File: src/rtl/ram_ctrl_pkg.sv
// Shared definitions for the single-port RAM arbiter: requester ids,
// the read latencies of the two RAM output-register settings, and the
// {valid, id} tag carried down the response pipeline.
package ram_ctrl_pkg;

    // Requester identifiers
    localparam logic REQ_ID_A = 1'b0;
    localparam logic REQ_ID_B = 1'b1;

    // RAM read latency without / with the RAM output register
    localparam int RD_LATENCY_NO_OREG = 1;
    localparam int RD_LATENCY_OREG    = 2;

    // One entry of the response tracking delay line
    typedef struct packed {
        logic valid;
        logic id;
    } rsp_tag_t;

endpackage

File: src/rtl/ram_rsp_pipe.sv
// Delay line for read-response tags. A tag entering on in_tag appears on
// out_tag exactly DEPTH clocks later, lining up with the RAM read data.
// Reset clears every stage so in-flight reads are dropped.
module ram_rsp_pipe
    import ram_ctrl_pkg::*;
#(
    parameter int DEPTH = RD_LATENCY_NO_OREG
) (
    input  logic     clk,
    input  logic     rst,
    input  rsp_tag_t in_tag,
    output rsp_tag_t out_tag
);

    for (genvar gi = 0; gi < DEPTH; gi++) begin : g_stage
        rsp_tag_t prev;
        rsp_tag_t tag_reg;

        // First stage takes the new tag, later stages take the stage before
        if (gi == 0) begin : g_first
            assign prev = in_tag;
        end else begin : g_rest
            assign prev = g_stage[gi-1].tag_reg;
        end

        // Stage register, cleared on reset to discard pending reads
        always_ff @(posedge clk or posedge rst) begin
            if (rst) begin
                tag_reg <= '0;
            end else begin
                tag_reg <= prev;
            end
        end
    end

    assign out_tag = g_stage[DEPTH-1].tag_reg;

endmodule

File: src/rtl/ram_1port_arb.sv
// Two-requester round-robin arbiter in front of a single-port RAM.
// At most one request is granted per cycle; the granted request drives the
// RAM directly in that cycle. Read responses are routed back to the issuing
// requester RD_LATENCY clocks later using a {valid, id} delay line.
module ram_1port_arb
    import ram_ctrl_pkg::*;
#(
    parameter int ADDR_WIDTH = 5,
    parameter int DATA_WIDTH = 8,
    parameter int RD_LATENCY = RD_LATENCY_NO_OREG
) (
    input  logic                  clk,
    input  logic                  rst,

    input  logic                  req_valid_a,
    input  logic                  req_valid_b,
    output logic                  req_ready_a,
    output logic                  req_ready_b,
    input  logic                  req_we_a,
    input  logic                  req_we_b,
    input  logic [ADDR_WIDTH-1:0] req_addr_a,
    input  logic [ADDR_WIDTH-1:0] req_addr_b,
    input  logic [DATA_WIDTH-1:0] req_wdata_a,
    input  logic [DATA_WIDTH-1:0] req_wdata_b,

    output logic                  rsp_valid_a,
    output logic                  rsp_valid_b,
    output logic [DATA_WIDTH-1:0] rsp_data_a,
    output logic [DATA_WIDTH-1:0] rsp_data_b,

    output logic [ADDR_WIDTH-1:0] ram_addr,
    output logic [DATA_WIDTH-1:0] ram_wr_data,
    output logic                  ram_wr_en,
    input  logic [DATA_WIDTH-1:0] ram_rd_data
);

    // Requester that wins the next contended cycle
    logic     rr_ptr_reg;
    logic     rr_ptr_next;

    logic     grant_a;
    logic     grant_b;
    logic     handshake;
    logic     grant_id;
    logic     grant_we;

    rsp_tag_t pipe_in;
    rsp_tag_t pipe_out;

    // Grant selection: contention resolved by the pointer, lone request wins
    always_comb begin
        grant_a = 1'b0;
        grant_b = 1'b0;
        if (!rst) begin
            if (req_valid_a && req_valid_b) begin
                if (rr_ptr_reg == REQ_ID_A) begin
                    grant_a = 1'b1;
                end else begin
                    grant_b = 1'b1;
                end
            end else if (req_valid_a) begin
                grant_a = 1'b1;
            end else if (req_valid_b) begin
                grant_b = 1'b1;
            end
        end
    end

    assign handshake   = grant_a | grant_b;
    assign grant_id    = grant_b ? REQ_ID_B : REQ_ID_A;
    assign req_ready_a = grant_a;
    assign req_ready_b = grant_b;

    // RAM port mux: granted request in a handshake cycle, zeros otherwise
    always_comb begin
        ram_addr    = '0;
        ram_wr_data = '0;
        grant_we    = 1'b0;
        if (grant_a) begin
            ram_addr    = req_addr_a;
            ram_wr_data = req_wdata_a;
            grant_we    = req_we_a;
        end else if (grant_b) begin
            ram_addr    = req_addr_b;
            ram_wr_data = req_wdata_b;
            grant_we    = req_we_b;
        end
    end

    assign ram_wr_en = grant_we;

    // Pointer moves to the other requester only when a handshake happens
    always_comb begin
        rr_ptr_next = rr_ptr_reg;
        if (handshake) begin
            rr_ptr_next = (grant_id == REQ_ID_A) ? REQ_ID_B : REQ_ID_A;
        end
    end

    // Pointer register; reset favours requester A
    always_ff @(posedge clk or posedge rst) begin
        if (rst) begin
            rr_ptr_reg <= REQ_ID_A;
        end else begin
            rr_ptr_reg <= rr_ptr_next;
        end
    end

    // Only read handshakes enter the response pipeline
    assign pipe_in.valid = handshake && !grant_we;
    assign pipe_in.id    = grant_id;

    ram_rsp_pipe #(
        .DEPTH (RD_LATENCY)
    ) u_rsp_pipe (
        .clk     (clk),
        .rst     (rst),
        .in_tag  (pipe_in),
        .out_tag (pipe_out)
    );

    // Steer returning read data to its requester; zero data when not valid
    always_comb begin
        rsp_valid_a = 1'b0;
        rsp_valid_b = 1'b0;
        rsp_data_a  = '0;
        rsp_data_b  = '0;
        if (!rst && pipe_out.valid) begin
            if (pipe_out.id == REQ_ID_A) begin
                rsp_valid_a = 1'b1;
                rsp_data_a  = ram_rd_data;
            end else begin
                rsp_valid_b = 1'b1;
                rsp_data_b  = ram_rd_data;
            end
        end
    end

endmodule

File: config.mk
export PLATFORM = sky130hd
export DESIGN_NAME = ram_1port_arb
export DESIGN_NICKNAME = d
export VERILOG_FILES = /design/src/rtl/ram_ctrl_pkg.sv /design/src/rtl/ram_rsp_pipe.sv /design/src/rtl/ram_1port_arb.sv
export SDC_FILE = /design/constraint.sdc
export NUM_CORES = 1
export LEC_CHECK = 0
export CAP_MARGIN = 20
export CELL_PAD_IN_SITES_DETAIL_PLACEMENT = 1
export CELL_PAD_IN_SITES_GLOBAL_PLACEMENT = 1
export CORE_UTILIZATION = 15
export DETAILED_ROUTE_END_ITERATION = 8
export PLACE_DENSITY = 0.75
export SYNTH_ARGS = -nofsm -noshare
export SYNTH_HDL_FRONTEND = slang
export SYNTH_SLANG_ARGS = --single-unit
export TNS_END_PERCENT = 10
File: constraint.sdc
create_clock -name clk -period 1.2 [get_ports clk]
set_input_delay 0.3 -clock clk [delete_from_list [all_inputs] [get_ports clk]]
set_output_delay 0.3 -clock clk [all_outputs]
set_load 0.03 [all_outputs]
==> results of run 1 <==
## report_power, final
| part | internal (W) | switching, W | leakage (nW) |
|---|---|---|---|
| registers | 0.000114 | 0.0000196 | 0.0371 |
| logic | 0.000471 | 0.000426 | 0.681 |
| clock network | 0.000227 | 0.0000750 | 0.0228 |
| total | 0.000812 | 0.000521 | 0.741 |
## worst max-delay path, stage by stage, from the launching register on
cell,delay (ns)
dfrtp_1,0.41
buf_6,0.14
nor2b_4,0.18
buf_12,0.19
o32ai_4,0.09
buf_6,0.15
## cell families (layout without fill, tap and decap cells)
| kind of cell | after synthesis | after routing | share of synthesized area [%] |
|---|---|---|---|
| simple gates | 62 | 63 | 46.9 |
| flops | 3 | 3 | 11.1 |
| buf+inv | 13 | 94 | 11.1 |
| compound gates | 17 | 17 | 31.0 |
## worst paths after layout
path,to,slack (ns),cells past startpoint,start
setup reg to reg,u_rsp_pipe.out_tag[1]$_DFF_PP0_,0.06,4,rr_ptr_reg$_DFFE_PP0P_
hold reg to reg,rr_ptr_reg$_DFFE_PP0P_,0.61,1,rr_ptr_reg$_DFFE_PP0P_
setup / recovery,ram_addr[3],-0.49,5,rr_ptr_reg$_DFFE_PP0P_
min in group clk,u_rsp_pipe.out_tag[0]$_DFF_PP0_,0.59,4,rst
max in group asynchronous,u_rsp_pipe.out_tag[1]$_DFF_PP0_,0.87,4,rst
hold / removal,u_rsp_pipe.out_tag[0]$_DFF_PP0_,0.23,4,rst
## metrics by stage
step	instances	setup WS, ns
2_1_floorplan	95	-0.190
3_3_place_gp	220	-0.696
3_5_place_dp	220	-0.747
4_1_cts	228	-0.497
5_1_grt	229	-0.545
6_report	229	-0.493
## metal layers
| metal | wire [um] | vias to the layer above |
|---|---|---|
| met5 | 0 | - |
| met4 | 31 | 0 |
| met3 | 171 | 3 |
| met2 | 1950 | 49 |
| met1 | 1210 | 483 |
| li1 | - | 486 |
## area by class of cell
type                            instances  area (um2)  share of cell area, %
Clock buffer                            4        45.0                   2.23
Inverter                                3        11.3                  0.558
Multi-Input combinational cell         80         851                   42.2
Sequential cell                         3        76.3                   3.78
Tap cell                               52        65.1                   3.23
Timing Repair Buffer                   87         968                   48.0
## cell usage in the layout (no fill, tap or decap), types with 2 or more instances in the layout
| cell | netlist | final |
|---|---|---|
| buf_6 | 2 | 35 |
| clkdlybuf4s50_1 | 0 | 34 |
| nand2b_1 | 30 | 29 |
| o32ai_4 | 0 | 14 |
| nor2_2 | 0 | 11 |
| nor2_4 | 0 | 6 |
| buf_12 | 0 | 6 |
| nand2_1 | 8 | 5 |
| buf_4 | 2 | 5 |
| nand2_2 | 0 | 3 |
| nor2_1 | 20 | 3 |
| clkbuf_8 | 0 | 3 |
| dlygate4sd2_1 | 0 | 3 |
| inv_1 | 2 | 2 |
| or2_4 | 0 | 2 |
| or2_1 | 3 | 2 |
| buf_2 | 3 | 2 |
| dfrtp_1 | 3 | 2 |
## repair_timing
item	in CTS	in global routing
setup endpoints to repair	36	35
buffers inserted	1	1
hold buffers	0	0
pin swaps	11	8
resized for setup	52	11
gates cloned	3	0
==> impl_metrics.csv, run 1 <==
group,metric,value,unit
finish,nFillCells,468,
global_routing,met2_usage,27.7,%
pwr,p_per_area,661,nW/um2
clock_tree,h-tree-depth,1,
finish,areaGrowthSynthToFinish,197,%
pwr,finalPower,0.00133,W
sta,final.min_clock_period,1.69,ns
global_routing,top_usage_layer,"met2",
finish,nets,218,
flow_run,drv_cap,0,
routing,dr_total_vias,1021,
clock_tree,cts_root_buffer,"clkbuf_8",
sta,rsz0062_at_grt,"yes",
outcome,status,"finished with violations",
synth,synth_flop_cell,"dfrtp_1",
finish,final_area,2020,um2
sta,holdWs,0.226,ns
routing,wl_per_cell,14.7,um
routing,ant_nets,0,
floorplan,ioPinCount,74,
sta,worstMarginPinSlew,0.223,ns
synth,yosysSeqAreaShare,11.1,%
synth,synthTopCellsByCount,"nand2b_1 (30), nor2_1 (20), nand2_1 (8), o32ai_2 (8), o32ai_1 (7)",
clock_tree,clk_pin_slew,0.03,ns
sta,finalSetupViolations,34,
clock_tree,cts.path.max_buffers,2,
clock_tree,cts.sinks,3,
sta,max_freq,0.591,GHz
synth,synth-edff-count,0,
synth,synth.distinct_cells,16,
synth,ys_seq_elements,3,
floorplan,row_count,24,
routing,wl,3370,um
synth,synthesis.area,678,um2
clock_tree,cts_tree,"built",
worst_setup_path,worstPathRequired,0.90,ns
hold_path,min_path_type,"input pin to async pin",
sta,fin_skew,0.00323,ns
outcome,violations,"negative setup slack",
pwr,p_leak,0.741,nW
place,dp_hpwl,2470,um
synth,synth_fp_nets,135,
floorplan,initial_utilization,15.6,%
global_routing,grt_first_pass_wirelength,5320,um
clock_tree,clk_latency,0.22,ns
clock_tree,cts_made_buffers,3,
sta,relSlewSlack,85.1,%
floorplan,die_h,69.2,um
global_routing,grt_pass1_vias,1021,
routing,dr.first_iter.drc_count,10,
global_routing,met3_usage,2.47,%
synth,synthTopCellsByArea,"nand2b_1 (28%), o32ai_2 (19%), dfrtp_1 (11%)",
synth,synth_top_area_share,27.7,%
global_routing,track_usage,13.9,%
worst_setup_path,cp_max_fo,9,
global_routing,overflow,0,
finish,drive_gt1_share,53.1,%
finish,diodes,0,
worst_setup_path,critPathArrivalTime,1.39,ns
synth,synthesis.instances,95,
floorplan,dieArea,4790,um2
worst_setup_path,critPathCaptureType,"output port",
worst_setup_path,worst-setup-path-type,"flop to output port",
worst_setup_path,worstSetupStartpointType,"flop",
sta,finalMaxSlewViolations,0,
sta,hold_viol_final,0,
place,io_buffers,73,
global_routing,antenna_found_initial,0,
place,routabilityCongestion,0.797,
global_routing,grt_util_met1,14.3,%
synth,avgSynthCellArea,7.14,um2
synth,ys_async_sr_fraction,100,%
synth,synth_warnings,0,
sta,setup_ws,-0.493,ns
synth,synth_most_common_cell,"nand2b_1",
floorplan,core_area,4350,um2
floorplan,die_w,69.2,um
routing,vias_per_cell,4.46,
synth,synth_top_area_cell,"nand2b_1",
sta,finalSetupTns,-11.62,ns
place,place_area,1730,um2
sta,finalCritPeriodShare,141,%
finish,fin_util,46.3,%
global_routing,grt_max_degree,15,
finish,largest_register_ff_count,2,
routing,drc,0,
pwr,irDropWorstVdd,0.308,mV
routing,dr.pass1.iters,4,
No activity file was read; power rests on OpenSTA's default activity.
==> inputs of run 2 (changes only) <==
Settings changed: CORE_ASPECT_RATIO set to 0.75, CORE_UTILIZATION 15 to 17, HOLD_SLACK_MARGIN set to 0.05, PLACE_DENSITY 0.75 to 0.81.
Clock period 1.2 ns to 1.7 ns, I/O delays scaled along.
==> run 2 against run 1 <==
  * The run still ends with negative setup slack left
  * Setup slack gained 0.39 ns
  * Utilization up 1.4 points
  * Sequential power decreased by 28%
  * Worst hold slack better by 0.055 ns
  * Global-route usage up 1.7 points
  * Routed wire length grew 4.0%
  * Register-to-register slack better by 0.43 ns
  * First-iteration DRC count up 60%
  * Combinational power down 38%
  * Count of clock-buffer cells in the layout is the same
  * Critical endpoint is now ram_addr[2]
  * Largest cell class unchanged
  * Largest power group unchanged
  * Highest routed layer is now met3
==> impl_metrics.csv, run 2 (synthesis gave the netlist of run 1 again) <==
group,metric,value,unit
outcome,status,"finished with violations",
outcome,violations,"negative setup slack",
sta,fin_skew,0.00500,ns
global_routing,antenna_found_initial,0,
clock_tree,cts_tree,"built",
routing,ant_nets,0,
worst_setup_path,crit_end,"ram_addr[2]",
finish,nFillCells,441,
sta,max_freq,0.553,GHz
worst_setup_path,worstSetupStartpointType,"input pin",
routing,vias_per_cell,4.42,
flow_run,drv_cap,0,
pwr,power.share.clock,24.5,%
clock_tree,cts_made_buffers,3,
finish,largest_register_ff_count,2,
global_routing,track_usage,15.6,%
sta,holdWs,0.281,ns
place,routabilityCongestion,0.657,
clock_tree,cts.sinks,3,
floorplan,row_count,19,
hold_path,min_path_type,"input pin to async pin",
clock_tree,cts_hold_buf,0,
sta,setup_ws,-0.108,ns
pwr,p_per_area,484,nW/um2
clock_tree,h-tree-depth,1,
sta,finalSetupTns,-1.06,ns
worst_setup_path,critPathCaptureType,"output port",
floorplan,die_w,74.9,um
worst_setup_path,r2r-start,"rr_ptr_reg$_DFFE_PP0P_",
clock_tree,clk_latency,0.22,ns
worst_setup_path,worst-setup-path-type,"input pin to output port",
floorplan,dieArea,4250,um2
global_routing,overflow,0,
sta,finalSetupViolations,16,
finish,areaGrowthSynthToFinish,163,%
clock_tree,cts.path.max_buffers,2,
finish,nets,216,
routing,drc,0,
clock_tree,clk_pin_slew,0.03,ns
finish,final_common_cell,"buf_4",
worst_setup_path,worstPathRequired,1.27,ns
place,dp_hpwl,2300,um
pwr,power_frac_seq,11.1,%
floorplan,die_h,56.7,um
pwr,p_switching,0.000336,W
sta,final.min_clock_period,1.81,ns
clock_tree,cts_root_buffer,"clkbuf_8",
sta,relSlewSlack,78.0,%
floorplan,initial_utilization,18.2,%
routing,dr.pass1.iters,2,
routing,dr.first_iter.drc_count,16,
routing,wl,3500,um
sta,finalCritPeriodShare,106,%
sta,worstMarginPinSlew,0.331,ns
finish,diodes,0,
pwr,power_frac_comb,64.4,%
finish,drive_gt1_share,49.1,%
worst_setup_path,setup.worst_path.start,"req_valid_a",
place,io_buffers,73,
sta,finalMaxSlewViolations,0,
floorplan,core_area,3730,um2
pwr,internal-power,0.000526,W
pwr,irDropWorstVdd,0.206,mV
sta,hold_viol_final,0,
floorplan,ioPinCount,74,
routing,dr_total_vias,1003,
pwr,swShare,38.9,%
finish,layout_common_cells,"buf_4 (29), nand2b_1 (24), clkdlybuf4s50_1 (21)",
pwr,p_leak,0.749,nW
global_routing,grt_pass1_vias,1078,
worst_setup_path,critPathArrivalTime,1.38,ns
worst_setup_path,r2r-end,"u_rsp_pipe.out_tag[1]$_DFF_PP0_",
worst_setup_path,cp_max_fo,7,
routing,wl_per_cell,15.4,um
global_routing,grt_max_degree,17,
global_routing,grt_first_pass_wirelength,5110,um
worst_setup_path,timing.reg2reg.setup_slack,0.49,ns
sta,rsz0062_at_grt,"yes",
worst_setup_path,reg2regPathDepth,4,
-- run 2: changes by cell type in the layout (fill, tap and decap cells not counted), moves of 4 or more --
cell             before  now
buf_12                6    2
buf_4                 5   29
buf_6                35   12
clkdlybuf4s50_1      34   21
dlygate4sd2_1         3   14
nand2b_1             29   24
nand2b_4              1    6
nor2_1                3   15
nor2_2               11    3
nor2_4                6    2
o32ai_2               1    7
o32ai_4              14    7
-- run 2: layer usage --
| layer | part of all wire, % | global-route usage (%) | vias to the layer above |
|---|---|---|---|
| met5 | 0 | 0 | - |
| met4 | 0 | 2.43 | 0 |
| met3 | 7.3 | 2.87 | 0 |
| met2 | 51 | 28.8 | 48 |
| met1 | 42 | 18.7 | 472 |
| li1 | - | - | 483 |
-- run 2: what timing repair did --
item	4_1_cts	5_1_grt
pin swaps	16	7
cloned	4	1
buffers inserted	1	0
endpoints found under the setup margin	34	33
gates resized for setup	55	24
-- run 2: power groups by stage --
stage	clock network (W)	registers (W)	logic, W
2_1_floorplan	0	0.0000843	0.000229
3_3_place_gp	0	0.0000895	0.000401
3_5_place_dp	0	0.0000901	0.000415
4_1_cts	0.000220	0.0000925	0.000518
5_1_grt	0.000226	0.0000982	0.000584
6_report	0.000211	0.0000961	0.000555
-- run 2: how the worst min path moves through the flow --
stage	to	depth (start not counted)
after floorplan	rr_ptr_reg$_DFFE_PP0P_	2
after global placement	rr_ptr_reg$_DFFE_PP0P_	1
after detailed placement	rr_ptr_reg$_DFFE_PP0P_	1
after CTS	rr_ptr_reg$_DFFE_PP0P_	3
after global routing	rr_ptr_reg$_DFFE_PP0P_	3
final	rr_ptr_reg$_DFFE_PP0P_	3
-- run 2: layout make-up --
class	instances	area, um2	share of cell area, %
Multi-Input combinational cell	79	743	41.7
Timing Repair Buffer	86	840	47.1
Inverter	3	13.8	0.772
Sequential cell	3	76.3	4.28
Clock buffer	4	45.0	2.53
Tap cell	52	65.1	3.65
-- run 2: stage by stage --
stage | std cells | utilization [%] | instance area (um2) | total power, W | worst slack, ns
4_1_cts | 226 | 44.8 | 1670 | 0.000831 | -0.0997
3_3_place_gp | 217 | 37.6 | 1400 | 0.000491 | -0.403
2_1_floorplan | 95 | - | 678 | 0.000314 | -0.221
6_report | 227 | 47.8 | 1780 | 0.000862 | -0.108
5_1_grt | 227 | 47.8 | 1780 | 0.000908 | -0.172
3_5_place_dp | 217 | 37.6 | 1400 | 0.000505 | -0.431
-- run 2: worst max-delay path, cell delays in order --
cell             delay (ns)
clkdlybuf4s15_2        0.20
nor2b_4                0.15
clkbuf_16              0.17
o32ai_2                0.22
buf_4                  0.21
==> inputs of run 3 (changes only) <==
--- a/config.mk
+++ b/config.mk
@@ -11,2 +11,3 @@
 export CORE_ASPECT_RATIO = 0.75
+export CORE_MARGIN = 1
 export CORE_UTILIZATION = 17
==> constraint.sdc (replaced) <==
create_clock -name clk -period 1.7 [get_ports clk]
set_input_delay 0.34 -clock clk [delete_from_list [all_inputs] [get_ports clk]]
set_output_delay 0.34 -clock clk [all_outputs]
set_load 0.03 [all_outputs]
==> run 3 against run 2 <==
  * The flow now finishes without violations
  * Die area unchanged
  * Via count down 2.1%
  * Register-to-register slack better by 0.12 ns
  * Combinational power down 12%
  * Worst hold slack worse by 0.085 ns
  * Clock power down 2%
  * First-iteration DRC count down 69%
  * Power down 8.7%
  * Design area down 9.2%
  * Sequential share of layout area up 0.36 points
  * Sequential cell count unchanged
  * Critical path type unchanged
==> impl_metrics.csv, run 3 (synthesis gave the netlist of run 1 again) <==
group,metric,value,unit
worst_setup_path,worstPathRequired,1.36,ns
flow_run,drv_cap,0,
routing,dr.pass1.iters,4,
floorplan,row_count,19,
clock_tree,cts_tree,"built",
floorplan,ioPinCount,74,
finish,multiInputGateArea,644,um2
floorplan,die_w,74.9,um
global_routing,grt_util_met1,14.9,%
global_routing,overflow,0,
pwr,irDropWorstVdd,0.203,mV
routing,ant_nets,0,
clock_tree,cts_root_buffer,"clkbuf_8",
worst_setup_path,worst-setup-path-type,"input pin to output port",
clock_tree,cts_made_buffers,3,
worst_setup_path,critPathArrivalTime,1.35,ns
finish,layout_common_cells,"clkdlybuf4s50_1 (36), buf_4 (32), nand2b_1 (29)",
floorplan,die_h,56.7,um
clock_tree,post_cts_buffers,0,
clock_tree,h-tree-depth,1,
clock_tree,cts.sinks,3,
finish,largest_register_ff_count,2,
global_routing,track_usage,13.5,%
finish,diodes,0,
clock_tree,cts.path.max_buffers,2,
finish,areaGrowthSynthToFinish,139,%
routing,vias_per_cell,4.40,
sta,relSlewSlack,80.5,%
global_routing,grt_max_degree,20,
floorplan,dieArea,4250,um2
sta,rsz0062_at_grt,"yes",
worst_setup_path,critPathCaptureType,"output port",
routing,dr_total_vias,982,
worst_setup_path,cp_max_fo,9,
finish,nFillCells,442,
clock_tree,clk_latency,0.21,ns
hold_path,min_path_type,"input pin to async pin",
sta,final.min_clock_period,1.69,ns
pwr,p_per_area,486,nW/um2
finish,final_area,1620,um2
place,place_area,1400,um2
global_routing,met3_usage,3.95,%
finish,regArea,75.1,um2
place,routabilityCongestion,0.657,
global_routing,top_usage_layer,"met2",
sta,hold_viol_final,0,
clock_tree,cts_hold_buf,0,
place,dp_hpwl,2300,um
pwr,p_leak,0.648,nW
worst_setup_path,worstSetupStartpointType,"input pin",
global_routing,met2_usage,25.6,%
sta,finalSetupViolations,0,
sta,worstMarginPinSlew,0.293,ns
finish,drive_gt1_share,39.2,%
sta,finalMaxSlewViolations,0,
routing,dr.first_iter.drc_count,5,
finish,final_common_cell,"clkdlybuf4s50_1",
global_routing,grt_first_pass_wirelength,4510,um
floorplan,core_area,3730,um2
finish,fin_util,43.4,%
routing,drc,0,
place,io_buffers,73,
worst_setup_path,timing.reg2reg.setup_slack,0.61,ns
sta,finalCritPeriodShare,99.7,%
finish,nets,212,
routing,wl_per_cell,13.8,um
outcome,status,"finished clean",
sta,fin_skew,0.00303,ns
routing,wl,3080,um
sta,max_freq,0.590,GHz
floorplan,initial_utilization,18.2,%
clock_tree,clk_pin_slew,0.03,ns
global_routing,grt_pass1_vias,1030,
global_routing,antenna_found_initial,0,
## run 3: path summary, 6_finish.rpt
| check | startpoint | endpoint | depth (start not counted) |
|---|---|---|---|
| setup / recovery | req_valid_a | ram_wr_data[0] | 5 |
| hold / removal | rst | rr_ptr_reg$_DFFE_PP0P_ | 3 |
| setup reg to reg | rr_ptr_reg$_DFFE_PP0P_ | u_rsp_pipe.out_tag[0]$_DFF_PP0_ | 4 |
| hold reg to reg | rr_ptr_reg$_DFFE_PP0P_ | rr_ptr_reg$_DFFE_PP0P_ | 1 |
| max in group asynchronous | rst | u_rsp_pipe.out_tag[1]$_DFF_PP0_ | 3 |
| min in group clk | rr_ptr_reg$_DFFE_PP0P_ | rr_ptr_reg$_DFFE_PP0P_ | 1 |
## run 3: power by group
part	internal, W	total [W]	switching, W
Sequential	0.0000800	0.0000922	0.0000122
Combinational	0.000251	0.000489	0.000238
Clock	0.000160	0.000206	0.0000458
## run 3: repair_timing
| item | CTS | global route |
|---|---|---|
| pin swaps | 3 | 1 |
| resized for setup | 22 | 9 |
| cloned | 1 | 1 |
| endpoints found under the setup margin | 34 | 26 |
## run 3: final cells by class
cell class / count / area share [%]
inverters: 3 / 0.850
clock buffers: 4 / 2.78
multi-input cells: 79 / 39.8
repair buffers: 82 / 47.9
flip-flops and latches: 3 / 4.64
well taps: 52 / 4.02
## run 3: metrics by stage
stage               total power [W]  hold slack, ns  setup TNS [ns]  setup slack (ns)  instances
detailed placement         0.000503           0.546           -7.07            -0.253        217
finish                     0.000787           0.196               0           0.00594        223
CTS                        0.000776           0.303               0           0.00521        222
floorplan                  0.000314           0.249          -0.307           -0.0512         95
global placement           0.000491           0.521           -6.57            -0.233        217
global route               0.000833           0.226          -0.141           -0.0383        223
## run 3: layer usage
metal / routed length (um) / up-vias
met4: 0 / 0
met3: 295 / 0
met5: 0 / -
met2: 1580 / 52
li1: - / 475
met1: 1200 / 455
## run 3: critical path: stages
cell           delay (ns)
dlygate4sd2_1        0.24
nor2b_4              0.15
buf_12               0.15
o32ai_2              0.26
buf_4                0.20
